[src/rtl/mem_pkg.sv]
// Shared definitions for the memory-access stage: op codes, FSM states,
// byte-enable patterns and op classification helpers.
package mem_pkg;

  localparam logic [3:0] OP_NONE = 4'd0;
  localparam logic [3:0] OP_LW   = 4'd1;
  localparam logic [3:0] OP_LH   = 4'd2;
  localparam logic [3:0] OP_LHU  = 4'd3;
  localparam logic [3:0] OP_LB   = 4'd4;
  localparam logic [3:0] OP_LBU  = 4'd5;
  localparam logic [3:0] OP_SW   = 4'd6;
  localparam logic [3:0] OP_SH   = 4'd7;
  localparam logic [3:0] OP_SB   = 4'd8;

  typedef enum logic [1:0] {
    ST_IDLE = 2'd0,
    ST_REQ  = 2'd1,
    ST_DONE = 2'd2
  } state_t;

  localparam logic [3:0] BE_WORD    = 4'b1111;
  localparam logic [3:0] BE_HALF_LO = 4'b0011;
  localparam logic [3:0] BE_HALF_HI = 4'b1100;
  localparam logic [3:0] BE_BYTE    = 4'b0001;

  function automatic logic is_load(input logic [3:0] op);
    return (op >= OP_LW) && (op <= OP_LBU);
  endfunction

endpackage

[src/rtl/load_extend.sv]
// Combinational load formatter: picks the addressed byte/half lane out of the
// read word and sign- or zero-extends it to 32 bits.
module load_extend
  import mem_pkg::*;
(
  input  logic [31:0] i_rdata,
  input  logic [3:0]  i_op,
  input  logic [1:0]  i_off,
  output logic [31:0] o_data
);

  logic [7:0]  w_byte;
  logic [15:0] w_half;

  assign w_byte = i_rdata[{i_off, 3'b000} +: 8];
  assign w_half = i_off[1] ? i_rdata[31:16] : i_rdata[15:0];

  always_comb begin
    o_data = '0;
    case (i_op)
      OP_LW:  o_data = i_rdata;
      OP_LH:  o_data = {{16{w_half[15]}}, w_half};
      OP_LHU: o_data = {16'h0000, w_half};
      OP_LB:  o_data = {{24{w_byte[7]}}, w_byte};
      OP_LBU: o_data = {24'h000000, w_byte};
      default: o_data = '0;
    endcase
  end

endmodule

[src/rtl/mem_access_stage.sv]
// Memory-stage data-access unit: issues one req/ack bus transaction per load/store,
// stalls the pipe while it is outstanding and returns extended load data on M_RD.
// Optional macro ALIGN_CHECK_EN traps misaligned accesses via adel/ades instead of issuing them.
module mem_access_stage
  import mem_pkg::*;
#(
  parameter int ADDR_W = 32,
  parameter int OP_W   = 4
)
(
  input  logic              clk,
  input  logic              reset,
  input  logic              op_valid,
  input  logic [OP_W-1:0]   mem_op,
  input  logic [ADDR_W-1:0] addr,
  input  logic [31:0]       wdata,
  input  logic              pipe_en,
  input  logic              flush,
  output logic              dm_req,
  output logic              dm_we,
  output logic [3:0]        dm_be,
  output logic [ADDR_W-1:0] dm_addr,
  output logic [31:0]       dm_wdata,
  input  logic              dm_ack,
  input  logic [31:0]       dm_rdata,
  output logic [31:0]       M_RD,
  output logic              stall,
  output logic              adel,
  output logic              ades
);

  state_t            r_state;
  logic              r_flush_pend;
  logic [3:0]        r_op;
  logic [1:0]        r_off;
  logic              r_dm_req;
  logic              r_dm_we;
  logic [3:0]        r_dm_be;
  logic [ADDR_W-1:0] r_dm_addr;
  logic [31:0]       r_dm_wdata;
  logic [31:0]       r_rd;

  logic [3:0]  w_op;
  logic [1:0]  w_off;
  logic [3:0]  w_be;
  logic [31:0] w_wdata;
  logic [31:0] w_ext;
  logic        w_issue;
  logic        w_misalign;

  // Out-of-range codes collapse to NONE so they never start a transaction.
  assign w_op    = (mem_op <= OP_W'(OP_SB)) ? mem_op[3:0] : OP_NONE;
  assign w_off   = addr[1:0];
  assign w_issue = op_valid && (w_op != OP_NONE) && !flush;
  assign stall   = (r_state == ST_REQ) || ((r_state == ST_IDLE) && w_issue);

  always_comb begin
    w_be    = BE_WORD;
    w_wdata = wdata;
    case (w_op)
      OP_SH: begin
        w_be    = w_off[1] ? BE_HALF_HI : BE_HALF_LO;
        w_wdata = {2{wdata[15:0]}};
      end
      OP_SB: begin
        w_be    = BE_BYTE << w_off;
        w_wdata = {4{wdata[7:0]}};
      end
      default: ;
    endcase
  end

  load_extend u_load_extend (
    .i_rdata (dm_rdata),
    .i_op    (r_op),
    .i_off   (r_off),
    .o_data  (w_ext)
  );

`ifdef ALIGN_CHECK_EN
  logic r_adel;
  logic r_ades;

  assign w_misalign = (((w_op == OP_LW) || (w_op == OP_SW)) && (w_off != 2'b00)) ||
                      (((w_op == OP_LH) || (w_op == OP_LHU) || (w_op == OP_SH)) && w_off[0]);

  // Error flags live exactly as long as the trapped op sits in DONE.
  always_ff @(posedge clk or posedge reset) begin
    if (reset) begin
      r_adel <= 1'b0;
      r_ades <= 1'b0;
    end else if ((r_state == ST_IDLE) && w_issue && w_misalign) begin
      r_adel <= is_load(w_op);
      r_ades <= !is_load(w_op);
    end else if ((r_state == ST_DONE) && (flush || pipe_en)) begin
      r_adel <= 1'b0;
      r_ades <= 1'b0;
    end
  end

  assign adel = r_adel;
  assign ades = r_ades;
`else
  assign w_misalign = 1'b0;
  assign adel       = 1'b0;
  assign ades       = 1'b0;
`endif

  // A flush during REQ cannot cancel the bus cycle; it is remembered and the
  // result dropped once the ack arrives.
  always_ff @(posedge clk or posedge reset) begin
    if (reset) begin
      r_state      <= ST_IDLE;
      r_flush_pend <= 1'b0;
      r_op         <= OP_NONE;
      r_off        <= 2'b00;
      r_dm_req     <= 1'b0;
      r_dm_we      <= 1'b0;
      r_dm_be      <= 4'b0000;
      r_dm_addr    <= '0;
      r_dm_wdata   <= '0;
      r_rd         <= '0;
    end else begin
      case (r_state)
        ST_IDLE: begin
          r_rd <= '0;
          if (w_issue) begin
            r_op  <= w_op;
            r_off <= w_off;
            if (w_misalign) begin
              r_state <= ST_DONE;
            end else begin
              r_dm_req   <= 1'b1;
              r_dm_we    <= !is_load(w_op);
              r_dm_be    <= w_be;
              r_dm_addr  <= {addr[ADDR_W-1:2], 2'b00};
              r_dm_wdata <= w_wdata;
              r_state    <= ST_REQ;
            end
          end
        end
        ST_REQ: begin
          if (dm_ack) begin
            r_dm_req     <= 1'b0;
            r_dm_we      <= 1'b0;
            r_flush_pend <= 1'b0;
            if (r_flush_pend || flush) begin
              r_rd    <= '0;
              r_state <= ST_IDLE;
            end else begin
              r_rd    <= is_load(r_op) ? w_ext : 32'h0;
              r_state <= ST_DONE;
            end
          end else if (flush) begin
            r_flush_pend <= 1'b1;
          end
        end
        ST_DONE: begin
          if (flush || pipe_en) begin
            r_rd    <= '0;
            r_state <= ST_IDLE;
          end
        end
        default: r_state <= ST_IDLE;
      endcase
    end
  end

  assign dm_req   = r_dm_req;
  assign dm_we    = r_dm_we;
  assign dm_be    = r_dm_be;
  assign dm_addr  = r_dm_addr;
  assign dm_wdata = r_dm_wdata;
  assign M_RD     = r_rd;

endmodule

[config.mk]
export PLATFORM = sky130hd
export DESIGN_NAME = mem_access_stage
export DESIGN_NICKNAME = d
export VERILOG_FILES = /design/src/rtl/mem_pkg.sv /design/src/rtl/load_extend.sv /design/src/rtl/mem_access_stage.sv
export SDC_FILE = /design/constraint.sdc
export NUM_CORES = 1
export LEC_CHECK = 0
export ABC_AREA = 0
export CAP_MARGIN = 10
export CORE_ASPECT_RATIO = 0.75
export CORE_MARGIN = 8
export CORE_UTILIZATION = 33
export CTS_CLUSTER_DIAMETER = 60
export DETAILED_ROUTE_END_ITERATION = 8
export GPL_TIMING_DRIVEN = 0
export PLACE_DENSITY = 0.66
export RECOVER_POWER = 100
export SLEW_MARGIN = 20
export SYNTH_ARGS = -nofsm -noshare
export SYNTH_HDL_FRONTEND = slang
export SYNTH_SLANG_ARGS = --single-unit
[constraint.sdc]
create_clock -name clk -period 4 [get_ports clk]
set_input_delay 1.2 -clock clk [delete_from_list [all_inputs] [get_ports clk]]
set_output_delay 1.2 -clock clk [all_outputs]
set_load 0.02 [all_outputs]
Word level (Yosys, flattened, before mapping)
Cells that the tools add are included.
{ "classes": {"div": 0, "n_addsub": 0, "order_cmp": 5, "reduce_logical": 20, "eq_ne": 12, "shift": 2, "mux": 23, "multipliers": 0, "bitwise_logic": 0} }
{ "ops": {"columns": ["op", "n"], "rows": [
  ["case mux 32 bit (5 select lines)", 1],
  ["two-way mux 32 bit", 4],
  ["case mux 32 bit (3 select lines)", 1],
  ["case mux 32 bit (2 select lines)", 1],
  ["variable part select 32 x 6 -> 8 bit", 1],
  ["two-way mux 16 bit", 1],
  ["equality test 4 x 3 -> 1 bit (second input constant)", 3],
  ["AND reduction 3 bit", 3],
  ["equality test 4 x 2 -> 1 bit (second input constant)", 2],
  [">= comparator 4 x 1 -> 1 bit (second input constant)", 2],
  ["<= comparator 4 x 3 -> 1 bit (second input constant)", 2],
  ["two-way mux 2 bit", 4],
  ["two-way mux 4 bit", 2],
  ["case mux 4 bit (2 select lines)", 1],
  ["inequality test 2 bit (second input constant)", 3],
  ["case mux 2 bit (3 select lines)", 1],
  ["logical AND 1 bit", 5],
  ["two-way mux 1 bit", 5],
  ["equality test 4 x 1 -> 1 bit (second input constant)", 1],
  ["equality test 4 bit (second input constant)", 1],
  ["<= comparator 4 bit (second input constant)", 1],
  ["case mux 1 bit (2 select lines)", 2],
  ["AND reduction 2 bit", 2],
  ["nonzero test 2 bit", 2],
  ["8 further kinds", 11]
]} }
{ "word_totals": {"ram_bits": 0, "in_bits": 106, "elab_cells": 72, "out_inout_bits": 105, "n_memories": 0, "rom_bits": 0, "reg_bits": 109, "latch_bits": 0} }

Depth between registers and ports, before layout
Gate-level depths: netlist (run 1).
{ "depth": {"ltp_word": 7, "ltp_mapped": 7, "mapped_depth_nobuf": 4} }

Modules after synthesis
A second synthesis (run 1) with hierarchy kept.
{ "hier_totals": {"cells_unflattened": 543, "area_unflattened_um2": 5711.7} }
{ "by_module_without_submodules": {"columns": ["module", "seq_area_each_um2", "area_each_um2", "cells_each", "instances"], "rows": [
  ["mem_access_stage", 2727.6, 5108.6, 453, 1],
  ["load_extend", 0.0, 603.1, 90, 1]
]} }

Worst setup path after synthesis (run 1)
Ideal clock, no wire load.
{ "synth_path": {"kind": "input to output", "from": "input mem_op[2]", "to": "output stall", "path_slack_ns": 0.371, "arrival_time_ns": 2.429, "path_buffers": 2, "required_ns": 2.800, "stages": 5, "path_cell_list": "or4_1 > nand3_1 > buf_2 > buf_2 > nand2_1"} }
{ "synth_between": {"elab_chain_len": 7} }
{ "synth_lines": {"columns": ["item", "line_no", "source"], "rows": [
  ["from (decl)", "mem_access_stage.sv:14", "input logic [OP_W-1:0] mem_op,"],
  ["<= comparator 4 bit", "mem_access_stage.sv:52", "assign w_op = (mem_op <= OP_W'(OP_SB)) ? mem_op[3:0] : OP_NONE;"],
  ["two-way mux 4 bit (*)", "mem_access_stage.sv:52", null],
  ["nonzero test 4 bit (*)", "mem_access_stage.sv:54", "assign w_issue = op_valid && (w_op != OP_NONE) && !flush;"],
  ["logical AND 1 bit (*) (2 in series)", "mem_access_stage.sv:54", null],
  ["logical AND 1 bit (*)", "mem_access_stage.sv:55", "assign stall = (r_state == ST_REQ) || ((r_state == ST_IDLE) && w_issue);"],
  ["logical OR 1 bit (*)", "mem_access_stage.sv:55", null],
  ["to (decl)", "mem_access_stage.sv:27", "output logic stall,"]
]} }
Mark *: on every way between the ends. The rest lies on a longest branch, timed or not.

Worst setup path in the final report (run 1)
{ "layout_path": {"from": "input op_valid", "to": "output stall"} }
{ "layout_between": {"elab_chain_len": 4} }
{ "layout_lines": {"columns": ["item", "line_no", "source"], "rows": [
  ["from (decl)", "mem_access_stage.sv:13", "input logic op_valid,"],
  ["logical AND 1 bit (2 in series)", "mem_access_stage.sv:54", null],
  ["logical AND 1 bit", "mem_access_stage.sv:55", null],
  ["logical OR 1 bit", "mem_access_stage.sv:55", null]
]} }
No other way between the ends.

==> results of run 1 <==
## registers in the layout, indices dropped and copies added, names as in the netlist
register,cells
dm_we,1
r_state,2
r_flush_pend,1
dm_addr,30
dm_be,4
r_off,2
dm_req,1
r_op,4
dm_wdata,32
M_RD,32
## layout make-up
type,count,share of cell area
buffer,45,0.02825
clock buffer,10,0.02904
clock inverter,6,0.005079
inverter,8,0.003968
multi-input combinational,400,0.2925
sequential,109,0.3460
tap,210,0.03333
timing repair buffer,212,0.2619
## repair_timing
item,in CTS,in global routing
gates cloned,0,0
pin swaps,1,1
setup buffers,3,0
resized for setup,21,3
endpoints found under the hold margin,0,0
setup endpoints to repair,1,1
## cells by family after synthesis
| logic type | Yosys count | share of synthesized area |
|---|---|---|
| other cells | 1 | 0.0007133 |
| compound gates | 142 | 0.1787 |
| simple gates | 220 | 0.1811 |
| buf+inv | 53 | 0.04974 |
| flops | 109 | 0.5188 |
| mux | 34 | 0.07092 |
## through the flow
| stage | hold WS, ns | total power (W) | setup TNS [ns] | area (um^2) | util |
|---|---|---|---|---|---|
| floorplan | 0.5061 | 0.002092 | 0 | 5273 | - |
| global placement | 0.4557 | 0.002736 | -1.105 | 7597 | 0.4804 |
| detailed placement | 0.4619 | 0.002774 | -1.140 | 7657 | 0.4842 |
| CTS | 0.4799 | 0.003619 | 0 | 7986 | 0.5050 |
| global route | 0.4930 | 0.003709 | 0 | 7884 | 0.4985 |
| finish | 0.4713 | 0.003504 | 0 | 7884 | 0.4985 |
## critical path, cell delays in order
cell and delay [ns]:
clkdlybuf4s50_1 0.46, nor4b_4 0.31, nand3_4 0.14, buf_6 0.17, buf_8 0.15, nand2_1 0.06, clkbuf_2 0.17
## metal layers
layer / part of all wire / global-route usage
met5: 0 / 0
met4: 0.012 / 0.04345
met3: 0.069 / 0.05213
met2: 0.48 / 0.3092
met1: 0.44 / 0.2448
## where the power goes
part           internal (W)  leakage, nW  switching [W]  total [W]
combinational      0.000537         2.20       0.000746    0.00128
sequential          0.00129         1.39       0.000106    0.00140
clock              0.000422        0.132       0.000401   0.000823
total               0.00225         3.72        0.00125    0.00350
## layout by cell type (no fill, tap or decap), types with 15 or more instances in the layout
cell             synthesis  layout
mux2i_1                 17      17
dfrtp_1                109     109
a21oi_1                 26      26
clkdlybuf4s50_1          0      98
a311oi_1                16      16
dlygate4sd3_1            0     102
nor2_1                  15      15
mux2_2                  16      16
clkbuf_1                19      36
nand2_1                178     178
a21o_1                  16      16
o21ai_0                 36      38
## path summary, 6_finish.rpt
kind,to,slack [ns]
max in group asynchronous,dm_addr[9],0.56
min in group asynchronous,dm_wdata[2],1.53
setup reg to reg,dm_be[0],1.29
hold / removal,dm_be[1],0.47
hold reg to reg,dm_be[1],0.47
setup / recovery,stall,0.13
==> run metrics, run 1 <==
CTS clk-pin slew, worst paths=approximately 0.08 ns; Detail Route Antenna Nets=0; top cells by area, synth=dfrtp_1, nand2_1, o21ai_0; final WL=approximately 19 mm; vias in the first global route=around 5200; 1st-iter DRT viols=between 400 and 500; RSZ-0062 raised after global routing=false; Final period util=0.9673; Pre-antenna DRT Iters=6; Synth Flop Type=dfrtp_1; Post-Syn Area=around 0.0053 mm^2; hold crit path type=reg -> reg; DR vias=5171; Yosys top cell by area=dfrtp_1; worst reg-to-reg path cell count=9; total gr overflow=0; Hold Vio Cnt, Final=0; clk_lat worst skew=0.35 ns; vias per std cell=roughly 5.2; Total Routing Usage GR=0.1892; share of layout cells above drive strength 1=0.07722; Worst VDD drop=213.3 uV; Fmax=~0.26 GHz; Avg Synthesized Cell Area=~9.4 um^2; Critical Path Fanout Max=10; list of most frequent post-synthesis cells=nand2_1, dfrtp_1, o21ai_0; Arr. time, crit path=about 2.7 ns; Die Ht=between 100 and 150 um; row count=40; clock buffer count from CTS=9; DP Cell Count=approximately 1000; Synth cell types=42; YS warnings=0; final cell count without fillers=1000; Req. time, crit path=approximately 2.8 ns; clock root buffer=clkbuf_16; crit path from=op_valid; Worst Skew=around 0.0083 ns; Core Area=0.01582 mm^2; area of the multi-input gates=roughly 0.0023 mm^2; Max Slew Vio Count=27; Worst setup EP type=primary output; global placement routability congestion=a little under 0.9; Die W=approximately 160 um; worst slack, placed=-1.140 ns; count leader, synth=nand2_1; asr flop ratio synth=1.000; Hold-fix buffers, CTS=0; final setup vio count=0; area growth from synthesis to layout=49.95%; RR Startpoint=r_state[0]; max_cap viols=1; Startpoint Class=input port; CTS H-tree depth=3; DP HPWL=15.16 mm; Initial Util=0.3324; ANT cells=0; Hold Path Cell Cnt=2; Hold Startpoint=dm_be[1]; setup ws final=~0.13 ns; initial antenna violation count=0; drt drc=0; Syn Inst Count=about 560; fillers=1507; Reg area=about 0.0027 mm^2; # nets final=~890; critical path class=in -> out; failing checks=capacitance limit, slew limit; Die ar.=0.02027 mm^2; PD cells=around 440 mW/mm^2; first-pass GRT wire length=30.46 mm; register area share after synthesis=0.5188; clk sinks=approximately 110; EDFF count, synth=0; status=finished, violations left; IO Port Bufs=a little over 200; min Tclk post-route=3.869 ns; largest net degree at the start of global routing=36; IO Count=between 200 and 250; CTS tree=built; Worst Tran Pin Value=roughly 1.5 ns; Slew HR=-0.02673; Pleak=3.722 nW; top-area cell type share of the netlist area=0.5188; DR WL/cell=19.37 um; Synth Register Bits=~110; Longest Clk Path Bufs=2
Note: power is estimated with default switching activity, not from simulation.
==> run 2, diff against run 1 <==
Settings changed: SETUP_SLACK_MARGIN set to 0.05.
==> run 2 against run 1 <==
Effect of this change: via count down 0.27%; cell count unchanged; critical path depth is the same; highest routed layer unchanged; power hardly changed; setup slack worse by 0.0092 ns; clock power about the same; largest power group unchanged; utilization grew 0.14 points; the flow still finishes with violations (capacitance limit, slew limit); largest cell class unchanged; combinational power is essentially flat.
==> run metrics, run 2 (synthesis results as in run 1) <==
first-pass GRT wire length=30.46 mm; Worst Tran Pin Value=1.526 ns; failing checks=capacitance limit, slew limit; Core Area=between 0.015 and 0.02 mm^2; initial antenna violation count=0; Die Ht=around 130 um; CTS clk-pin slew, worst paths=about 0.070 ns; clock buffer count from CTS=9; total gr overflow=0; min Tclk post-route=between 3 and 4 ns; Worst setup EP type=primary output; critical path class=in -> out; Arr. time, crit path=between 2 and 3 ns; global placement routability congestion=0.8650; Pwr Total=around 0.0035 W; Pleak=3.732 nW; CTS tree=built; DR vias=between 5000 and 6000; hold crit path type=reg -> reg; Req. time, crit path=2.80 ns; fillers=roughly 1500; Die ar.=0.02027 mm^2; max_cap viols=1; clk sinks=roughly 110; Initial Util=0.3324; DR WL/cell=roughly 19 um; Detail Route Antenna Nets=0; IO Port Bufs=just over 200; drt drc=0; most frequent cells in the layout=nand2_1, dfrtp_1, dlygate4sd3_1; worst slack, placed=-1.140 ns; # nets final=approximately 890; Pre-antenna DRT Iters=6; Total Routing Usage GR=0.1892; area of the multi-input gates=0.002306 mm^2; Slew HR=-0.01726; Worst VDD drop=212.2 uV; CTS H-tree depth=3; share of layout cells above drive strength 1=0.07848; vias per std cell=about 5.2; clock root buffer=clkbuf_16; RSZ-0062 raised after global routing=false; clk_lat worst skew=0.34 ns; PD cells=between 400 and 500 mW/mm^2; status=finished, violations left; Final period util=0.9696; Max Slew Vio Count=27; largest net degree at the start of global routing=36; Reg area=0.002728 mm^2; commonest non-fill, non-tap cell in the layout=nand2_1; Die W=between 150 and 200 um; 1st-iter DRT viols=~500; vias in the first global route=5245; IO Count=211; Startpoint Class=input port; final WL=around 19 mm; final setup TNS=0 ns; area growth from synthesis to layout=50.38%; Longest Clk Path Bufs=2; ANT cells=0; DP HPWL=15.16 mm; final setup vio count=0; Fmax=approximately 0.26 GHz; Worst Skew=0.007396 ns; Hold Vio Cnt, Final=0; setup ws final=~0.12 ns; row count=40; Critical Path Fanout Max=10
[run 2: cell count changes in the layout (fill, tap and decap cells not counted)]
cell and delta:
buf_6 -1, buf_8 +1, clkbuf_1 -2, clkbuf_2 -1
clkdlybuf4s15_2 +2, dlygate4sd2_1 +1
[run 2: final cells by class]
cell class | count | share of cell area
tap | 210 | 0.03323
clock inverter | 6 | 0.005064
sequential | 109 | 0.3450
clock buffer | 10 | 0.02896
multi-input combinational | 400 | 0.2917
buffer | 45 | 0.02864
timing repair buffer | 212 | 0.2635
inverter | 8 | 0.003956
[run 2: per-layer routing]
metal / vias to the layer above / track usage / routed length, um
li1: 2416 / - / -
met3: 17 / 0.05180 / 1391
met2: 180 / 0.3094 / 9245
met4: 0 / 0.04345 / 205
met1: 2544 / 0.2450 / 8493
met5: - / 0 / 0
[run 2: timing repair]
item / 4_1_cts / 5_1_grt
hold endpoints to repair: 0 / 0
buffers inserted: 3 / 0
hold buffers: 0 / 0
endpoints found under the setup margin: 1 / 0
gates resized for setup: 23 / 0
[run 2: through the flow]
stage | util | instance area [um^2] | instances | hold WS, ns
after floorplan | - | 5273 | 562 | 0.5061
after global placement | 0.4804 | 7597 | 978 | 0.4557
after detailed placement | 0.4842 | 7657 | 981 | 0.4619
after CTS | 0.5048 | 7984 | 1000 | 0.4799
after global routing | 0.4999 | 7906 | 1000 | 0.4930
final | 0.4999 | 7906 | 1000 | 0.4719
[run 2: power by group]
| part | leakage [nW] | switching [W] | internal (W) |
|---|---|---|---|
| Combinational | 2.21 | 0.000745 | 0.000539 |
| Clock | 0.132 | 0.000400 | 0.000422 |
| Sequential | 1.39 | 0.000106 | 0.00129 |
| Total | 3.73 | 0.00125 | 0.00225 |
[run 2: worst paths after layout]
kind	startpoint	to	slack (ns)	cells past startpoint
setup / recovery	op_valid	stall	0.12	7
hold / removal	dm_be[1]	dm_be[1]	0.47	2
setup reg to reg	r_state[0]	dm_be[0]	1.28	9
hold reg to reg	dm_be[1]	dm_be[1]	0.47	2
max in group asynchronous	reset	dm_addr[9]	0.57	3
min in group asynchronous	reset	dm_wdata[2]	1.53	2
[run 2: critical path: stages]
cell and delay, ns:
clkdlybuf4s50_1 0.46, nor4b_4 0.31, nand3_4 0.15, buf_8 0.17, buf_8 0.15, nand2_1 0.06, clkbuf_2 0.17
